[config.mk]
export PLATFORM = sky130hd
export DESIGN_NAME = leaf_tally
export DESIGN_NICKNAME = d
export VERILOG_FILES = /design/src/rtl/leaf_tally.sv
export SDC_FILE = /design/constraint.sdc
export NUM_CORES = 1
export LEC_CHECK = 0
export BUFFER_PORTS_ARGS = -buffer_cell sky130_fd_sc_hd__buf_2
export CORE_MARGIN = 2
export CORE_UTILIZATION = 52
export DETAILED_ROUTE_END_ITERATION = 16
export HOLD_SLACK_MARGIN = 0.02
export PLACE_DENSITY = 0.69
export SETUP_SLACK_MARGIN = 0.1
export SLEW_MARGIN = 20
export SYNTH_ARGS = -nofsm -noshare
export SYNTH_HDL_FRONTEND = slang
export SYNTH_SLANG_ARGS = --single-unit
[constraint.sdc]
create_clock -name clk -period 4 [get_ports clk]
set_input_delay 0.4 -clock clk [delete_from_list [all_inputs] [get_ports clk]]
set_output_delay 0.4 -clock clk [all_outputs]
set_load 0.01 [all_outputs]
[src/rtl/leaf_tally.sv]
`default_nettype none
// ============================================================================
// Module   : leaf_tally
// Purpose  : Per-leaf spike histogram for a dtree classifier. Every valid,
//            in-range (level, path) event increments bin level*FEATURES+path.
//            A dump request streams all BINS counts over a ready/valid port.
//            Each bin is snapshotted in a LOAD cycle and sent in a SEND cycle.
//            On the handshake, the sent amount is subtracted from the live
//            counter, so events that arrive during a dump are never lost.
// Ports    : clk         - single clock, rising edge
//            reset       - asynchronous, active-low
//            level/path  - leaf coordinates, sampled while in_valid=1
//            in_valid    - one classified spike per high cycle
//            dump_start  - request to stream all bins (honoured in IDLE)
//            dump_ready  - consumer ready
//            dump_valid/dump_data/dump_bin/dump_last - stream output
//            busy        - dump in progress
//            bad_leaf    - sticky: an out-of-range leaf was seen
// Revision : 1.0 - initial release
// ============================================================================
module leaf_tally #(
    parameter  int FEATURES  = 3,
    parameter  int CNT_WIDTH = 8,
    localparam int LW        = $clog2(FEATURES),
    localparam int BW        = $clog2(FEATURES * FEATURES)
) (
    input  logic                 clk,
    input  logic                 reset,
    input  logic [LW-1:0]        level,
    input  logic [LW-1:0]        path,
    input  logic                 in_valid,
    input  logic                 dump_start,
    input  logic                 dump_ready,
    output logic                 dump_valid,
    output logic [CNT_WIDTH-1:0] dump_data,
    output logic [BW-1:0]        dump_bin,
    output logic                 dump_last,
    output logic                 busy,
    output logic                 bad_leaf
);

    localparam int BINS = FEATURES * FEATURES;
    // level*FEATURES+path < 2^(2*LW+1), so this width can never truncate.
    localparam int IW   = 2 * LW + 1;

    localparam logic [LW:0]          FEAT_LIM = (LW + 1)'(FEATURES);
    localparam logic [BW-1:0]        LAST_BIN = BW'(BINS - 1);
    localparam logic [CNT_WIDTH-1:0] CNT_MAX  = '1;

    typedef enum logic [1:0] {
        ST_IDLE = 2'd0,
        ST_LOAD = 2'd1,
        ST_SEND = 2'd2
    } state_t;

    state_t               state_q, state_d;
    logic [BW-1:0]        ptr_q, ptr_d;
    logic [CNT_WIDTH-1:0] snap_q, snap_d;
    logic                 bad_q, bad_d;

    logic [CNT_WIDTH-1:0] bin_count [BINS];
    logic [IW-1:0]        leaf_idx;
    logic                 leaf_ok;
    logic                 ev_hit;
    logic                 drain;

    assign leaf_idx = IW'(level) * IW'(FEATURES) + IW'(path);
    assign leaf_ok  = ({1'b0, level} < FEAT_LIM) && ({1'b0, path} < FEAT_LIM);
    assign ev_hit   = in_valid && leaf_ok;
    // The handshake cycle is when the current bin gives back its snapshot.
    assign drain    = (state_q == ST_SEND) && dump_ready;

    // ------------------------------------------------------------------------
    // Per-bin counters
    // ------------------------------------------------------------------------
    for (genvar i = 0; i < BINS; i++) begin : g_bin
        logic [CNT_WIDTH-1:0] cnt_q, cnt_d;
        logic [CNT_WIDTH-1:0] base;
        logic                 hit;

        assign hit = ev_hit && (leaf_idx == IW'(i));

        // Subtract first, then saturate the increment on the result. A
        // saturated bin therefore gives back the clipped value only.
        always_comb begin
            base = cnt_q;
            if (drain && (ptr_q == BW'(i))) begin
                base = cnt_q - snap_q;
            end
            cnt_d = base;
            if (hit && (base != CNT_MAX)) begin
                cnt_d = base + 1'b1;
            end
        end

        always_ff @(posedge clk or negedge reset) begin
            if (!reset) begin
                cnt_q <= '0;
            end else begin
                cnt_q <= cnt_d;
            end
        end

        assign bin_count[i] = cnt_q;
    end

    // ------------------------------------------------------------------------
    // Dump sequencer
    // ------------------------------------------------------------------------
    always_comb begin
        state_d = state_q;
        ptr_d   = ptr_q;
        snap_d  = snap_q;
        bad_d   = bad_q | (in_valid & ~leaf_ok);
        case (state_q)
            ST_IDLE: begin
                if (dump_start) begin
                    ptr_d   = '0;
                    state_d = ST_LOAD;
                end
            end
            ST_LOAD: begin
                // An event landing this cycle goes to the bin, not the snapshot.
                snap_d  = bin_count[ptr_q];
                state_d = ST_SEND;
            end
            ST_SEND: begin
                if (dump_ready) begin
                    if (ptr_q == LAST_BIN) begin
                        state_d = ST_IDLE;
                    end else begin
                        ptr_d   = ptr_q + 1'b1;
                        state_d = ST_LOAD;
                    end
                end
            end
            default: begin
                state_d = ST_IDLE;
            end
        endcase
    end

    always_ff @(posedge clk or negedge reset) begin
        if (!reset) begin
            state_q <= ST_IDLE;
            ptr_q   <= '0;
            snap_q  <= '0;
            bad_q   <= 1'b0;
        end else begin
            state_q <= state_d;
            ptr_q   <= ptr_d;
            snap_q  <= snap_d;
            bad_q   <= bad_d;
        end
    end

    // ------------------------------------------------------------------------
    // Outputs: decoded from registered state, held at zero outside SEND
    // ------------------------------------------------------------------------
    assign dump_valid = (state_q == ST_SEND);
    assign dump_data  = dump_valid ? snap_q : '0;
    assign dump_bin   = dump_valid ? ptr_q : '0;
    assign dump_last  = dump_valid && (ptr_q == LAST_BIN);
    assign busy       = (state_q != ST_IDLE);
    assign bad_leaf   = bad_q;

endmodule
`default_nettype wire

== Word-level counts from Yosys, hierarchy flattened ==
Index checks and enable logic that the tools add are counted.

* Register bits after elaboration: 87
* Input bits: 9

* $add $sub $neg: 20
* Muxes and demuxes: 31
* Order comparisons: 3
* $mul: 1
* Reductions and logical operators: 38
* Equality and inequality tests: 30
* Bitwise logic cells: 4

{| class="wikitable"
|+ Operators by type and width
! cell !! count
|-
| $mux W8 || 21
|-
| $add A8 B1 Y8 const B || 9
|-
| $ne A8 B8 Y1 const B || 9
|-
| $sub A8 B8 Y8 || 9
|-
| $bmux W8 S4 || 1
|-
| $logic_and A1 B1 Y1 || 31
|-
| $eq A5 B3 Y1 const B || 4
|-
| $eq A4 B3 Y1 const B || 4
|-
| $mux W4 || 4
|-
| $eq A5 B2 Y1 const B || 2
|-
| $eq A4 B2 Y1 const B || 2
|-
| $pmux W4 S2 || 1
|-
| $ne A2 B2 Y1 const B || 3
|-
| $pmux W2 S3 || 1
|-
| $add A4 B2 Y5 || 1
|-
| $eq A5 B1 Y1 const B || 1
|-
| $eq A5 B4 Y1 const B || 1
|-
| $ge A5 B5 Y1 const B || 1
|-
| $logic_not A5 Y1 || 1
|-
| $not A4 Y5 || 1
|-
| $add A4 B1 Y4 const B || 1
|-
| $eq A4 B1 Y1 const B || 1
|-
| $eq A4 B4 Y1 const B || 1
|-
| $logic_not A4 Y1 || 1
|-
| 13 further kinds || 16
|}

== Longest topological paths before layout ==
* Depth in word-level cells: 7
* Mapped depth: 17
* Gate-level depth less buffers: 14

== Worst setup path after synthesis ==
OpenSTA, ideal clock, no wires.

* Path type: register to register
* From: register ptr_q[0]
* To: register g_bin[0].cnt_q[1]
* Data arrival time: 3,662 ps
* Period minus slack after synthesis: 3,787 ps
* Stages on the path, launching flop included: 18
* Slack: 213 ps
* Data required time: 3,875 ps
* Path buffers: 4
* Cell sequence: dfrtp_1 clkbuf_1 inv_1 clkbuf_1 ha_1 and4b_1 buf_2 nand2_1 clkbuf_1 nand2_1 o21ai_0 ha_1 nand4b_1 o32ai_1 o21ai_0 nor3b_1 a21oi_1 mux2_2

* Cells in the longest elaborated chain, start to end: 6
* Elaborated cells between the ends (all ways): 7

{| class="wikitable"
|+ Ends and longest elaborated chain
! item !! RTL line !! RTL
|-
| from (decl) || 57 || <nowiki>logic [BW-1:0] ptr_q, ptr_d;</nowiki>
|-
| from (signal assigned) || 151 || <nowiki>ptr_q <= ptr_d;</nowiki>
|-
| $logic_not A4 Y1 * || 87 || <nowiki>if (drain && (ptr_q == BW'(i))) begin</nowiki>
|-
| $logic_and A1 B1 Y1 * || 87 ||
|-
| $mux W8 * || 87 ||
|-
| branches (longest 2 deep; another with $add A8 B1 Y8) || n/a ||
|-
| $mux W8 * || 91 || <nowiki>if (hit && (base != CNT_MAX)) begin</nowiki>
|-
| net g_bin[0].cnt_d[1] || 77 || <nowiki>logic [CNT_WIDTH-1:0] cnt_q, cnt_d;</nowiki>
|-
| to (signal assigned) || 100 || <nowiki>cnt_q <= cnt_d;</nowiki>
|-
| to (decl) || 77 ||
|}

Mark *: on every way through the listed nets, which the timed path passes.
A chain may end at the register's enable or synchronous reset.

== Worst setup path in the final report ==
* From: register snap_q[1]
* To: register g_bin[4].cnt_q[1]

* Cells in the longest elaborated chain, start to end: 5
* Elaborated cells between the ends (all ways): 6

{| class="wikitable"
|+ Ends and longest elaborated chain
! item !! RTL line !! RTL
|-
| from (decl) || 58 || <nowiki>logic [CNT_WIDTH-1:0] snap_q, snap_d;</nowiki>
|-
| from (signal assigned) || 152 || <nowiki>snap_q <= snap_d;</nowiki>
|-
| $sub A8 B8 Y8 * || 88 || <nowiki>base = cnt_q - snap_q;</nowiki>
|-
| $mux W8 * || 87 ||
|-
| branches (longest 2 deep; another with $add A8 B1 Y8) || n/a ||
|-
| $mux W8 * || 91 ||
|-
| net g_bin[4].cnt_d[1] || 77 ||
|-
| to (signal assigned) || 100 ||
|-
| to (decl) || 77 ||
|}

Marked as above.

==> results.sh <==
export IMPL_synth_distinct_cells=78
export IMPL_synth_compound_area_share_pct=20.5
export IMPL_endpoint_kind="flop"
export IMPL_hold_viol_final=0
export IMPL_drt_initial_drc_count=772
export IMPL_setup_tns_ns=0
export IMPL_synth_edf_count=0
export IMPL_cp_required_ns=4.24
export IMPL_initial_core_util_pct=53.3
export IMPL_core_sq_mm=0.0173
export IMPL_std_cell_rows=48
export IMPL_antenna_found_initial=1
export IMPL_grt_pass1_vias=8059
export IMPL_fmax_ghz=0.278
export IMPL_via_per_inst=6.46
export IMPL_fin_nets=1222
export IMPL_synthXorXnorAreaFrac_pct=5.13
export IMPL_grt_max_degree=61
export IMPL_synth_adder_area_share_pct=14.3
export IMPL_synthArstFlopShare_pct=100
export IMPL_cp_arrival_ns=3.83
export IMPL_ys_ff_latch=87
export IMPL_fin_crit_ns=3.59
export IMPL_path_buf_inv=2
export IMPL_firstDrtPassIters=5
export IMPL_yosys_warnings=0
export IMPL_hold_class="input pin to async pin"
export IMPL_fp_dieArea_sq_mm=0.0188
export IMPL_antenna_left=0
export IMPL_clock_sinks=87
export IMPL_ctsResizeCount=0
export IMPL_setup_viol=0
export IMPL_routed_wl_um=26500
export IMPL_whs_ns=0.134
export IMPL_cp_top_family="compound AO/OA/AOI/OAI gates"
export IMPL_leakage_nw=4.39
export IMPL_hold_buffers=0
export IMPL_drc=0
export IMPL_synthSimpleGateAreaFrac_pct=24.9
export IMPL_yosysSeqAreaShare_pct=23.6
export IMPL_muxShareOfSynthArea_pct=8.67
export IMPL_cpPeakStageDelay_ns=0.54
export IMPL_grt_pass1_wl_um=42500
export IMPL_max_slew_margin_pct=34.9
export IMPL_rsz0062_at_grt="no"
export IMPL_cts_max_level=3
export IMPL_outcome="finished, final reports clean"
export IMPL_grtUsageTotal_pct=29.2
export IMPL_postCtsSetupBuffers=0
export IMPL_hpwl_um=20400
export IMPL_slowest_stage="or4_1"
export IMPL_place_ws_ns=0.347
export IMPL_cts_buffer_depth=2
export IMPL_root_buffer="clkbuf_16"
export IMPL_antennaDiodeCount=0
export IMPL_fillCellCount=1640
export IMPL_drv_cap=0
export IMPL_irDropWorstVdd_mv=0.461
export IMPL_drv_slew=0
export IMPL_start_kind="flop"
export IMPL_cts_buffers=9
export IMPL_synthFlopType="dfrtp_1"
export IMPL_die_h_um=137
export IMPL_power_per_cell_area_mw_per_mm2=723
export IMPL_synth_nets=1185
export IMPL_num_vias=8684
export IMPL_clk_pin_slew_ns=0.07
export IMPL_fin_crit_sh_pct=89.8
export IMPL_io_buffers=24
export IMPL_skew_ns=0.00596
export IMPL_synth_top_family_by_area="simple AND/OR/NAND/NOR gates"
export IMPL_cts_tree="built"
export IMPL_syn_avg_cell_area_sq_um=8.56
export IMPL_area_growth_syn_to_layout_pct=9.03
export IMPL_gr_total_overflow=0
export IMPL_worst_setup_path_type="flop to flop"
export IMPL_crit_chain="inv_1 > buf_4 > ha_1 > nor2b_1 > o2111ai_1 > nand2_1 > a221o_1 > or4_1 > a21oi_2 > mux2_1"
export IMPL_synth_cells=1077
export IMPL_drive_gt1_share_pct=9.65
export IMPL_die_x_um=137
export IMPL_worstPathMaxFanout=11
export IMPL_syn_area_sq_mm=0.00922
export IMPL_clock_latency_ns=0.35
export IMPL_ioPinCount=25
export IMPL_wl_per_cell_um=19.7
export IMPL_tightestPinTransition_ns=0.976
export IMPL_setup_ws_ns=0.408
export IMPL_gp_congestion=0.986
==> power breakdown <==
| part | internal (mW) | total [mW] | switching (mW) |
|---|---|---|---|
| sequential | 1.16 | 1.62 | 0.462 |
| combinational | 2.03 | 4.75 | 2.72 |
| clock | 0.519 | 0.896 | 0.377 |
| total | 3.70 | 7.27 | 3.56 |
==> sequential cells by signal, summed over array words and instances, names as in the netlist <==
name and cells:
bad_leaf 1, g_bin.cnt_q 72, ptr_q 4, snap_q 8, state_q 2
==> per-layer routing <==
metal	vias up	routed length [um]	global-route usage, %
met1	4141	12200	41.7
met3	61	1900	4.53
met4	2	781	10.2
li1	4168	-	-
met2	312	11600	44.7
met5	-	13	0
==> metrics by stage <==
step	instance area (sq um)	utilization, %	power, mW	instances
floorplan	9220	-	5.06	1077
global placement	9750	56.4	6.20	1328
detailed placement	9750	56.4	6.26	1328
CTS	10100	58.1	7.19	1344
global route	10100	58.1	7.87	1344
finish	10100	58.1	7.27	1344
==> cells in the mapped netlist (all sizes together) (22+ instances only) <==
cell    instances  share of area [%]
nand2         111                4.5
ha             88                 12
dfrtp          87                 24
nor2           74                3.1
a21oi          67                3.7
o21ai          57                3.1
mux2i          45                4.9
nand3          45                2.4
inv            32                1.3
xnor2          32                3.0
and3           28                1.9
clkbuf         25                1.0
a21o           23                1.9
and2           23                1.6
xor2           22                2.1
==> final cells by class <==
cell class,count,area (sq um),share of cell area (%)
clock buffers,13,260,2.59
repair buffers,60,393,3.91
multi-input cells,923,6780,67.4
well taps,225,282,2.80
flip-flops and latches,87,2180,21.7
clock inverters,3,42.5,0.423
inverters,33,124,1.23
==> cell usage in the layout, fill, tap and decap left out, drive strengths merged, types with 9 or more instances in the layout <==
cell type / count
nand2: 111
or3: 12
o2111ai: 12
xnor2: 32
o21ai: 57
xor2: 22
o211ai: 11
mux2: 15
nand3: 45
nor3: 19
and3b: 10
a211oi: 11
a221oi: 9
a31oi: 19
and3: 28
fa: 11
nor4b: 15
a32oi: 10
a21oi: 67
dfrtp: 87
mux2i: 45
nor2: 74
nor2b: 16
buf: 60
nand4: 9
nor3b: 10
clkbuf: 13
ha: 88
inv: 32
and2: 23
a21o: 23
==> worst paths after layout <==
| kind | startpoint | endpoint | slack (ns) | cells past startpoint |
|---|---|---|---|---|
| max | snap_q[1] | g_bin[4].cnt_q[1] | 0.41 | 10 |
| min | reset | g_bin[6].cnt_q[1] | 0.13 | 1 |
| max reg2reg | snap_q[1] | g_bin[4].cnt_q[1] | 0.41 | 10 |
| min reg2reg | bad_leaf | bad_leaf | 0.48 | 1 |
| max in group asynchronous | reset | g_bin[1].cnt_q[5] | 3.00 | 2 |
| min in group clk | dump_start | ptr_q[2] | 0.27 | 2 |
==> cells by family after synthesis <==
logic type	count (synthesis)
flip-flops	87
AO/OA/AOI/OAI	277
adder cells (fa/ha/maj)	99
buffers and inverters	67
multiplexers	68
XOR/XNOR	54
AND/OR/NAND/NOR	425
Power figures use the tool's default switching activity.
